--- config.mk ---
export PLATFORM = sky130hd
export DESIGN_NAME = guess_grader
export DESIGN_NICKNAME = d
export VERILOG_FILES = /design/src/rtl/guess_grader.sv
export SDC_FILE = /design/constraint.sdc
export NUM_CORES = 1
export LEC_CHECK = 0
export CAP_MARGIN = 20
export CORE_MARGIN = 3
export CORE_UTILIZATION = 48
export DETAILED_ROUTE_END_ITERATION = 8
export PLACE_DENSITY = 0.76
export SLEW_MARGIN = 20
export SYNTH_ARGS = -nofsm -noshare
export SYNTH_HDL_FRONTEND = slang
export SYNTH_SLANG_ARGS = --single-unit
--- constraint.sdc ---
create_clock -name clock -period 3.08 [get_ports clock]
set_input_delay 0.616 -clock clock [delete_from_list [all_inputs] [get_ports clock]]
set_output_delay 0.616 -clock clock [all_outputs]
set_load 0.02 [all_outputs]
--- src/rtl/guess_grader.sv ---
// guess_grader: sequential Znarly/Zood scorer for one Guess against the
// loaded master pattern. The grader does one exact-match pass over the slots,
// then one wrong-slot pass over the guess slots, and then presents the result
// for a single DONE cycle. It also keeps the per-game round count and the
// win and rounds-exhausted flags that the game FSM reads.
module guess_grader #(
    parameter int SLOTS      = 4,
    parameter int SHAPE_W    = 3,
    parameter int MAX_ROUNDS = 8
) (
    input  logic                       clock,
    input  logic                       reset,
    input  logic                       startGame,
    input  logic                       gradeIt,
    input  logic [SLOTS*SHAPE_W-1:0]   masterPattern,
    input  logic [SLOTS*SHAPE_W-1:0]   Guess,
    output logic [3:0]                 Znarly,
    output logic [3:0]                 Zood,
    output logic                       doneGrading,
    output logic                       busy,
    output logic [3:0]                 RoundNumber,
    output logic                       gameWon,
    output logic                       roundsExhausted
);

    localparam int PAT_W = SLOTS * SHAPE_W;
    localparam int ACC_W = $clog2(SLOTS + 1);
    localparam int IDX_W = (SLOTS > 1) ? $clog2(SLOTS) : 1;

    localparam logic [IDX_W-1:0] LAST_IDX  = IDX_W'(SLOTS - 1);
    localparam logic [ACC_W-1:0] ALL_EXACT = ACC_W'(SLOTS);
    localparam logic [3:0]       MAX_RN    = 4'(MAX_ROUNDS);

    typedef enum logic [1:0] {
        IDLE  = 2'd0,
        EXACT = 2'd1,
        ZOOD  = 2'd2,
        DONE  = 2'd3
    } state_t;

    state_t           state;
    state_t           stateNext;
    logic [IDX_W-1:0] idx;
    logic [IDX_W-1:0] idxNext;
    logic             accept;

    // Captured operands; pure data, only loaded on accept.
    logic [PAT_W-1:0] masterReg;
    logic [PAT_W-1:0] guessReg;

    // Slots already consumed by an exact or wrong-slot match.
    logic [SLOTS-1:0] mUsed;
    logic [SLOTS-1:0] gUsed;

    logic [ACC_W-1:0] znarlyAcc;
    logic [ACC_W-1:0] zoodAcc;
    logic [ACC_W-1:0] zoodAccNext;

    logic [SHAPE_W-1:0] masterSlot;
    logic [SHAPE_W-1:0] guessSlot;
    logic               exactHit;
    logic               zoodHit;
    logic [SLOTS-1:0]   zoodPick;
    logic [3:0]         roundNext;

    // Extract shape k from a packed pattern; slot 0 is the least significant.
    function automatic logic [SHAPE_W-1:0] slotOf(input logic [PAT_W-1:0] pat,
                                                  input int k);
        return pat[SHAPE_W*k +: SHAPE_W];
    endfunction

    // Comparisons for the slot addressed by idx in the current pass.
    always_comb begin
        masterSlot = slotOf(masterReg, int'(idx));
        guessSlot  = slotOf(guessReg, int'(idx));
        exactHit   = (masterSlot == guessSlot);
    end

    // Wrong-slot search: lowest unused master slot holding this guess shape.
    always_comb begin
        zoodHit  = 1'b0;
        zoodPick = '0;
        if (!gUsed[idx]) begin
            for (int j = 0; j < SLOTS; j++) begin
                if (!zoodHit && !mUsed[j] && (slotOf(masterReg, j) == guessSlot)) begin
                    zoodHit     = 1'b1;
                    zoodPick[j] = 1'b1;
                end
            end
        end
    end

    // Final-cycle values: Zood including the last guess slot, next round count.
    always_comb begin
        zoodAccNext = zoodAcc + ACC_W'(zoodHit);
        roundNext   = (RoundNumber >= MAX_RN) ? MAX_RN : RoundNumber + 4'd1;
    end

    // State register and pass index.
    always_ff @(posedge clock) begin
        if (reset) begin
            state <= IDLE;
            idx   <= '0;
        end else begin
            state <= stateNext;
            idx   <= idxNext;
        end
    end

    // Next-state logic, accept decision and handshake outputs.
    always_comb begin
        stateNext   = state;
        idxNext     = idx;
        accept      = 1'b0;
        busy        = (state != IDLE);
        doneGrading = (state == DONE);
        case (state)
            IDLE: begin
                // startGame clears the flags this same edge, so it re-enables grading.
                if (gradeIt && (startGame || (!gameWon && !roundsExhausted))) begin
                    accept    = 1'b1;
                    stateNext = EXACT;
                    idxNext   = '0;
                end
            end
            EXACT: begin
                if (idx == LAST_IDX) begin
                    stateNext = ZOOD;
                    idxNext   = '0;
                end else begin
                    idxNext = idx + IDX_W'(1);
                end
            end
            ZOOD: begin
                if (idx == LAST_IDX) begin
                    stateNext = DONE;
                    idxNext   = '0;
                end else begin
                    idxNext = idx + IDX_W'(1);
                end
            end
            DONE: begin
                stateNext = IDLE;
            end
            default: begin
                stateNext = IDLE;
                idxNext   = '0;
            end
        endcase
    end

    // Operand capture on accept.
    always_ff @(posedge clock) begin
        if (accept) begin
            masterReg <= masterPattern;
            guessReg  <= Guess;
        end
    end

    // Match flags and accumulators for the two scoring passes.
    always_ff @(posedge clock) begin
        if (reset) begin
            mUsed     <= '0;
            gUsed     <= '0;
            znarlyAcc <= '0;
            zoodAcc   <= '0;
        end else if (accept) begin
            mUsed     <= '0;
            gUsed     <= '0;
            znarlyAcc <= '0;
            zoodAcc   <= '0;
        end else if (state == EXACT) begin
            if (exactHit) begin
                mUsed[idx] <= 1'b1;
                gUsed[idx] <= 1'b1;
                znarlyAcc  <= znarlyAcc + ACC_W'(1);
            end
        end else if (state == ZOOD) begin
            if (zoodHit) begin
                mUsed   <= mUsed | zoodPick;
                zoodAcc <= zoodAccNext;
            end
        end
    end

    // Result outputs and game bookkeeping, updated on entry to DONE.
    always_ff @(posedge clock) begin
        if (reset) begin
            Znarly          <= '0;
            Zood            <= '0;
            RoundNumber     <= '0;
            gameWon         <= 1'b0;
            roundsExhausted <= 1'b0;
        end else if ((state == IDLE) && startGame) begin
            RoundNumber     <= '0;
            gameWon         <= 1'b0;
            roundsExhausted <= 1'b0;
        end else if ((state == ZOOD) && (idx == LAST_IDX)) begin
            Znarly      <= 4'(znarlyAcc);
            Zood        <= 4'(zoodAccNext);
            RoundNumber <= roundNext;
            if (znarlyAcc == ALL_EXACT) begin
                gameWon <= 1'b1;
            end else if (roundNext == MAX_RN) begin
                roundsExhausted <= 1'b1;
            end
        end
    end

endmodule
**Yosys cells after proc, flatten, opt, wreduce, memory -nomap -nowiden**

Cells that the tools add are included.

- Flip-flop bits (word level): 54
- Bits in latches: 0
- Memory bits (writable): 0
- ROM bits: 0
- Memories kept: 0

- $add $sub $neg: 4
- $mul: 1
- Divide/modulo/power cells: 0
- Order comparisons: 3
- Equal/unequal tests: 15
- Shift-type cells: 2
- Multiplexer cells: 30
- Bitwise gates (word level): 6
- Reduce and logical (&&, ||, !) cells: 38

Operators by type and width:

| operator | count |
|---|---|
| 12-bit by 32-bit variable part select with 3-bit output | 1 |
| 4-bit 2-to-1 mux | 6 |
| 3-bit equality test | 5 |
| 1-bit 2-to-1 mux | 15 |
| 1-bit logical AND | 12 |
| 4-bit bitwise OR | 3 |
| 3-bit AND reduction | 4 |
| 12-bit by 5-bit variable part select with 3-bit output | 1 |
| 2-bit 2-to-1 mux | 5 |
| 1-bit logical NOT | 9 |
| 2-bit one-hot mux with 4 select lines | 1 |
| 2-bit AND reduction | 4 |
| 2-bit nonzero test | 4 |
| 2-bit equality test, second input constant | 3 |
| 2-bit OR reduction | 3 |
| 4-bit by 1-bit adder with 4-bit output, second input constant | 1 |
| 4-bit equality test, second input constant | 1 |
| 4-bit >= comparator, second input constant | 1 |
| 2-bit by 2-bit multiplier with 4-bit output, first input constant | 1 |
| 2-bit by 1-bit inequality test with 1-bit output, second input constant | 2 |
| 2-bit inequality test, second input constant | 2 |
| 2-bit one-hot mux with 2 select lines | 1 |
| 3-bit by 1-bit adder with 3-bit output | 1 |
| 3-bit by 1-bit adder with 3-bit output, second input constant | 1 |
| other kinds (10) | 12 |

**Logic depth before layout (Yosys ltp)**

- Word-level depth: 25
- Mapped depth: 12
- Depth with buffers taken out: 10

**Worst setup path after synthesis**

No wires, ideal clock.

- Path type: register to register
- From: reg idx[0]
- To: reg Zood[2]
- Arrival: 2.753 ns
- Required time: 2.952 ns
- Path slack: 0.199 ns
- Stages on the path, launching flop included: 13
- Path buffers: 2
- Period minus slack after synthesis: 2.881 ns
- Cells stage by stage: dfxtp_1 > buf_6 > mux4_2 > xor2_1 > or4_4 > buf_6 > a41oi_1 > ha_1 > ha_1 > xnor2_1 > nor2_1 > a21oi_1 > nor2_1

- Longest elaborated chain between the ends: 22
- Elaborated cells between the ends (all ways): 30

Ends and longest elaborated chain:

| item | RTL line | source |
|---|---|---|
| start: declaration | 43 | `logic [IDX_W-1:0] idx;` |
| start signal: assignment | 106 | `idx <= idxNext;` |
| 2-bit by 2-bit multiplier with 4-bit output | 69 | `return pat[SHAPE_W*k +: SHAPE_W];` |
| 12-bit by 5-bit variable part select with 3-bit output | 69 |  |
| 3-bit equality test | 85 | `if (!zoodHit && !mUsed[j] && (slotOf(masterReg, j) == guessSlot)) begin` |
| 1-bit logical AND | 85 |  |
| 1-bit 2-to-1 mux | 85 |  |
| 1-bit 2-to-1 mux | 83 | `if (!gUsed[idx]) begin` |
| 1-bit logical NOT | 85 |  |
| 1-bit logical AND (2 in a row) | 85 |  |
| [3 not listed] | - |  |
| 1-bit logical AND (2 in a row) | 85 |  |
| 1-bit 2-to-1 mux | 85 |  |
| 1-bit 2-to-1 mux | 83 |  |
| 1-bit logical NOT | 85 |  |
| 1-bit logical AND (2 in a row) | 85 |  |
| 1-bit 2-to-1 mux | 85 |  |
| 1-bit 2-to-1 mux | 83 |  |
| 3-bit by 1-bit adder with 3-bit output | 95 | `zoodAccNext = zoodAcc + ACC_W'(zoodHit);` |
| end signal: assignment | 200 | `Zood <= 4'(zoodAccNext);` |
| end: declaration | 18 | `output logic [3:0] Zood,` |

Parallel ways exist; a longest one is shown, timed or not. The select of a mux whose other input is x is not followed.
A chain may end at the register's enable or synchronous reset.

**Worst setup path after layout**

Ends and elaborated chain as after synthesis.

==> results <==
- The max-cap violation count is 0.
- The share of the cycle needed by the critical path after routing is 92.1%.
- The hold-fix buffer count after cts is 0.
- The analysis attributes to cell leakage a power of 1.20 nW.
- Counting both buffers and inverters, the worst setup path holds a total of 0.
- The later pin in the worst-skew pair is clocked with a latency of 310 ps.
- The max-slew violation count is 0.
- The total wire length after detailed routing is 4950 µm.
- The number of global-route vias before repair is 1838.
- The switching power is 0.899 mW.
- The signal on the critical path passes through mux4_2, xor2_1, or4_4, a41oi_2, ha_1, ha_1, xnor2_1, nor2_1, a21oi_1, nor2_1.
- For the worst flop-to-flop path, the logic depth is 10.
- The category of the most critical setup path is reg -> reg.
- After the first detailed-routing iteration, the DRC count stood at 111.
- For this run, the leading register cell type out of synthesis is sky130_fd_sc_hd__dfxtp_1.
- The wire-length estimate of the detail-placed layout is between 3000 and 4000 µm.
- During placement, the flow inserted port buffers numbering between 40 and 50.
- The mapped cell area is 2620 µm².
- The class of the worst hold path is reg -> reg.
- The average instance in the mapped netlist occupies 11.5 µm².
- The clock transition at the registers of the reported paths is 90 ps.
- The die footprint is ~6400 µm².
- The area added between synthesis and finish is 24.3%.
- At the end of the flow the core is filled with cells to 62.6%.
- The headroom to the max-slew limit is 61.7%.
- By area the synthesized netlist is led by sky130_fd_sc_hd__edfxtp_1 27%, sky130_fd_sc_hd__dfxtp_1 23%, sky130_fd_sc_hd__ha_1 7.2%, sky130_fd_sc_hd__nor2_1 5.9%, sky130_fd_sc_hd__xor2_1 4.3%.
- The die span in x is 79.9 µm.
- At the end of the flow, the number of nets in the layout was 320.
- In the post-route analysis, the smallest setup slack over all paths is 242 ps.
- The first-pass GRT wire length is 8450 µm.
- The number of antenna violations at the first check in global routing is 0.
- The number of sinks driven by the clock tree is 54.
- The CTS buffer count is 5.
- Timing analysis after detailed placement gives a worst setup slack of -22.1 ps.
- The maximum fanout encountered on the critical timing path is 6.
- The clock share of power is 18.7%.
- In the final layout, the share of cells above drive strength 1 is around 11%.
- After layout, the minimum clock period comes to 2840 ps.
- The flow ran to the end, and the final reports show no timing, DRC or antenna violations.
- The row count is 26.
- Across the routed clock network, the largest skew measured is 3.84 ps.
- The worst-path cell with the longest stage delay is sky130_fd_sc_hd__mux4_2.
- Yosys mapped the design onto 46 distinct sky130hd cell types.
- In the global route stage, overall resource usage came out at between 10% and 20%.
- The area of the multi-input gates is 1210 µm².
- The slew of the pin with the lowest slew margin is between 500 and 600 ps.
- At the worst endpoint, the arrival time is 3040 ps.
- The ratio of total power to cell area is between 700 and 800 nW/µm².
- The total of endpoints with negative setup slack in the final report is 0.
- Leaving out fill and tap cells, the most frequent cells in the layout are 41 x sky130_fd_sc_hd__nor2_1, 41 x sky130_fd_sc_hd__clkdlybuf4s50_1, 29 x sky130_fd_sc_hd__dfxtp_1.
- The floorplan step defined a core boundary enclosing 5200 µm².
- The cell sitting at the root of the clock tree is a sky130_fd_sc_hd__clkbuf_8.
- After global routing the overflow that remains totals 0.
- Per report_power, the combinational group accounts for 43.0% of the total.
- The worst hold path was traced through 2 stages.
- Grouping stages by cell kind, the critical path spends the most delay in simple AND/OR/NAND/NOR gates.
- For this run, design rule violations remaining after detail routing come to 0.
- The sequential element share of the synthesized area is approximately 50%.
- The worst setup path is captured at a register.
- The number of hold-slack violations in the final timing report was 0.
- Synthesis produced 228 cells.
- In this run the count of I/O pins placed on the die edge is between 40 and 50.
- The initial core utilization is 50.4%.
- Data on the critical path is required at its endpoint by 3290 ps.
- Yosys mapped a number of flops with a built-in enable equal to 24.
- The share of synthesized flip-flops with an asynchronous set or reset is 0%.
- The final weighted congestion of routability-driven global placement is about 0.86.
- The internal power of the cells is 1.60 mW.
- VDD sags by at most 457 µV.
- Dividing the detail-routed via count by the number of cells gives 5.26.
- The vias after detailed routing is 1831.
- During synthesis, Yosys emitted a total of 0 warnings.
- On the worst path, the slowest cell contributes a delay of around 590 ps.
- The H-tree was split into 2 levels.
- The total iterations of the first detailed-routing run is 4.
- The clock passes through at most 2 buffers.
- The kind of start point of the critical path is a register.
- The critical path depth is 10.
- 0 antenna diodes ended up in the layout.
- The synthesized design contains 54 register bits.
- Sequential cells burn between 30% and 40% of the power.
- Entering global routing, the biggest net connects 25 pins.
- The count of nets left with antenna violations once routing finished came out at 0.
- Derived from the worst setup path, the maximum achievable clock frequency is 0.352 GHz.
- The biggest area contributor in the post-synthesis netlist is sky130_fd_sc_hd__edfxtp_1.
- The floorplan die height is 79.9 µm.
- The sequential cell area is between 1000 and 1500 µm².
- TritonCTS built the clock tree.
- Dividing the detail-routed wire length by the instance count gives 14.2 µm.
- Setup repair after global routing left no endpoint under its margin.
- After filler insertion, the fill cell instance count of the layout stands at 437.
- The area share of the leading cell type in the synthesized netlist is between 20% and 30%.
- The switching share of power is 36.0%.
layout make-up:
class | instances | share of cell area (%)
inverters | 12 | 1.38
repair buffers | 51 | 14.9
clock inverters | 2 | 1.15
multi-input cells | 153 | 37.0
well taps | 70 | 2.69
flip-flops and latches | 54 | 40.6
clock buffers | 6 | 2.23
stage by stage:
stage	instance area (µm²)	power (mW)	TNS [ps]	std cells	hold slack (ps)
4_1_cts	3240	2.47	0	346	475
5_1_grt	3260	2.65	0	348	513
3_5_place_dp	3120	1.99	-22.1	338	457
2_1_floorplan	2630	1.73	0	229	417
3_3_place_gp	3120	1.97	0	338	446
6_report	3260	2.50	0	348	473
worst min-delay path, cell delays in order (launching register included):
cell                      delay, ps
sky130_fd_sc_hd__dfxtp_1        330
sky130_fd_sc_hd__nor2_1          50
sky130_fd_sc_hd__nor2_1          70
state kept, by name, summed over array words and instances (netlist names):
register,count
guessReg,12
masterReg,12
RoundNumber,4
gUsed,4
mUsed,4
Znarly,3
Zood,3
znarlyAcc,3
zoodAcc,3
idx,2
state,2
gameWon,1
roundsExhausted,1
cells by family (layout without fill, tap and decap cells):
logic type / after synthesis / after routing / synth area share, %
AO/OA/AOI/OAI: 33 / 33 / 10.1
XOR/XNOR: 18 / 18 / 6.01
adder cells (fa/ha/maj): 15 / 15 / 7.15
buffers and inverters: 22 / 71 / 4.05
flip-flops: 54 / 54 / 50.4
multiplexers: 15 / 15 / 9.68
other: 1 / 2 / 0.143
AND/OR/NAND/NOR: 70 / 70 / 12.5
worst paths after layout:
kind	start	end	slack, ps
hold reg to reg	gUsed[2]	gUsed[2]	470
hold / removal	gUsed[2]	gUsed[2]	470
setup / recovery	idx[0]	Zood[2]	240
setup reg to reg	idx[0]	Zood[2]	240
power groups by stage:
stage	sequential, mW	combinational, mW	clock [mW]
final	0.956	1.07	0.468
after global routing	0.971	1.17	0.510
after CTS	0.956	1.04	0.478
after detailed placement	0.969	1.02	0
after global placement	0.968	1.01	0
after floorplan	0.935	0.794	0
repair_timing:
action                                  4_1_cts  5_1_grt
buffers inserted                              0        2
resized for setup                             1        2
pin swaps                                     0        0
endpoints found under the setup margin        1        1
Yosys cell counts (2+ instances only):
cell / count
sky130_fd_sc_hd__ha_1: 15
sky130_fd_sc_hd__o21a_1: 2
sky130_fd_sc_hd__buf_4: 2
sky130_fd_sc_hd__buf_6: 2
sky130_fd_sc_hd__mux4_1: 4
sky130_fd_sc_hd__xnor2_1: 5
sky130_fd_sc_hd__a31oi_1: 2
sky130_fd_sc_hd__or4_4: 2
sky130_fd_sc_hd__nor3_1: 4
sky130_fd_sc_hd__a211oi_1: 2
sky130_fd_sc_hd__xor2_1: 13
sky130_fd_sc_hd__mux4_2: 3
sky130_fd_sc_hd__a21o_1: 2
sky130_fd_sc_hd__nand2_1: 13
sky130_fd_sc_hd__nor2_1: 41
sky130_fd_sc_hd__inv_1: 12
sky130_fd_sc_hd__a21oi_1: 8
sky130_fd_sc_hd__a32oi_1: 2
sky130_fd_sc_hd__o31ai_1: 2
sky130_fd_sc_hd__clkbuf_1: 5
sky130_fd_sc_hd__dfxtp_1: 30
sky130_fd_sc_hd__a41oi_1: 2
sky130_fd_sc_hd__o21ai_0: 3
sky130_fd_sc_hd__mux2i_1: 7
sky130_fd_sc_hd__edfxtp_1: 24
routing by layer:
layer / share of wire (%) / track usage [%] / vias up
li1: - / - / 898
met4: 1.9 / 5.07 / 0
met2: 49 / 28.6 / 46
met3: 4.7 / 4.29 / 12
met5: 0 / 0 / -
met1: 44 / 21.9 / 875
Note: power is estimated with default switching activity, not from simulation.
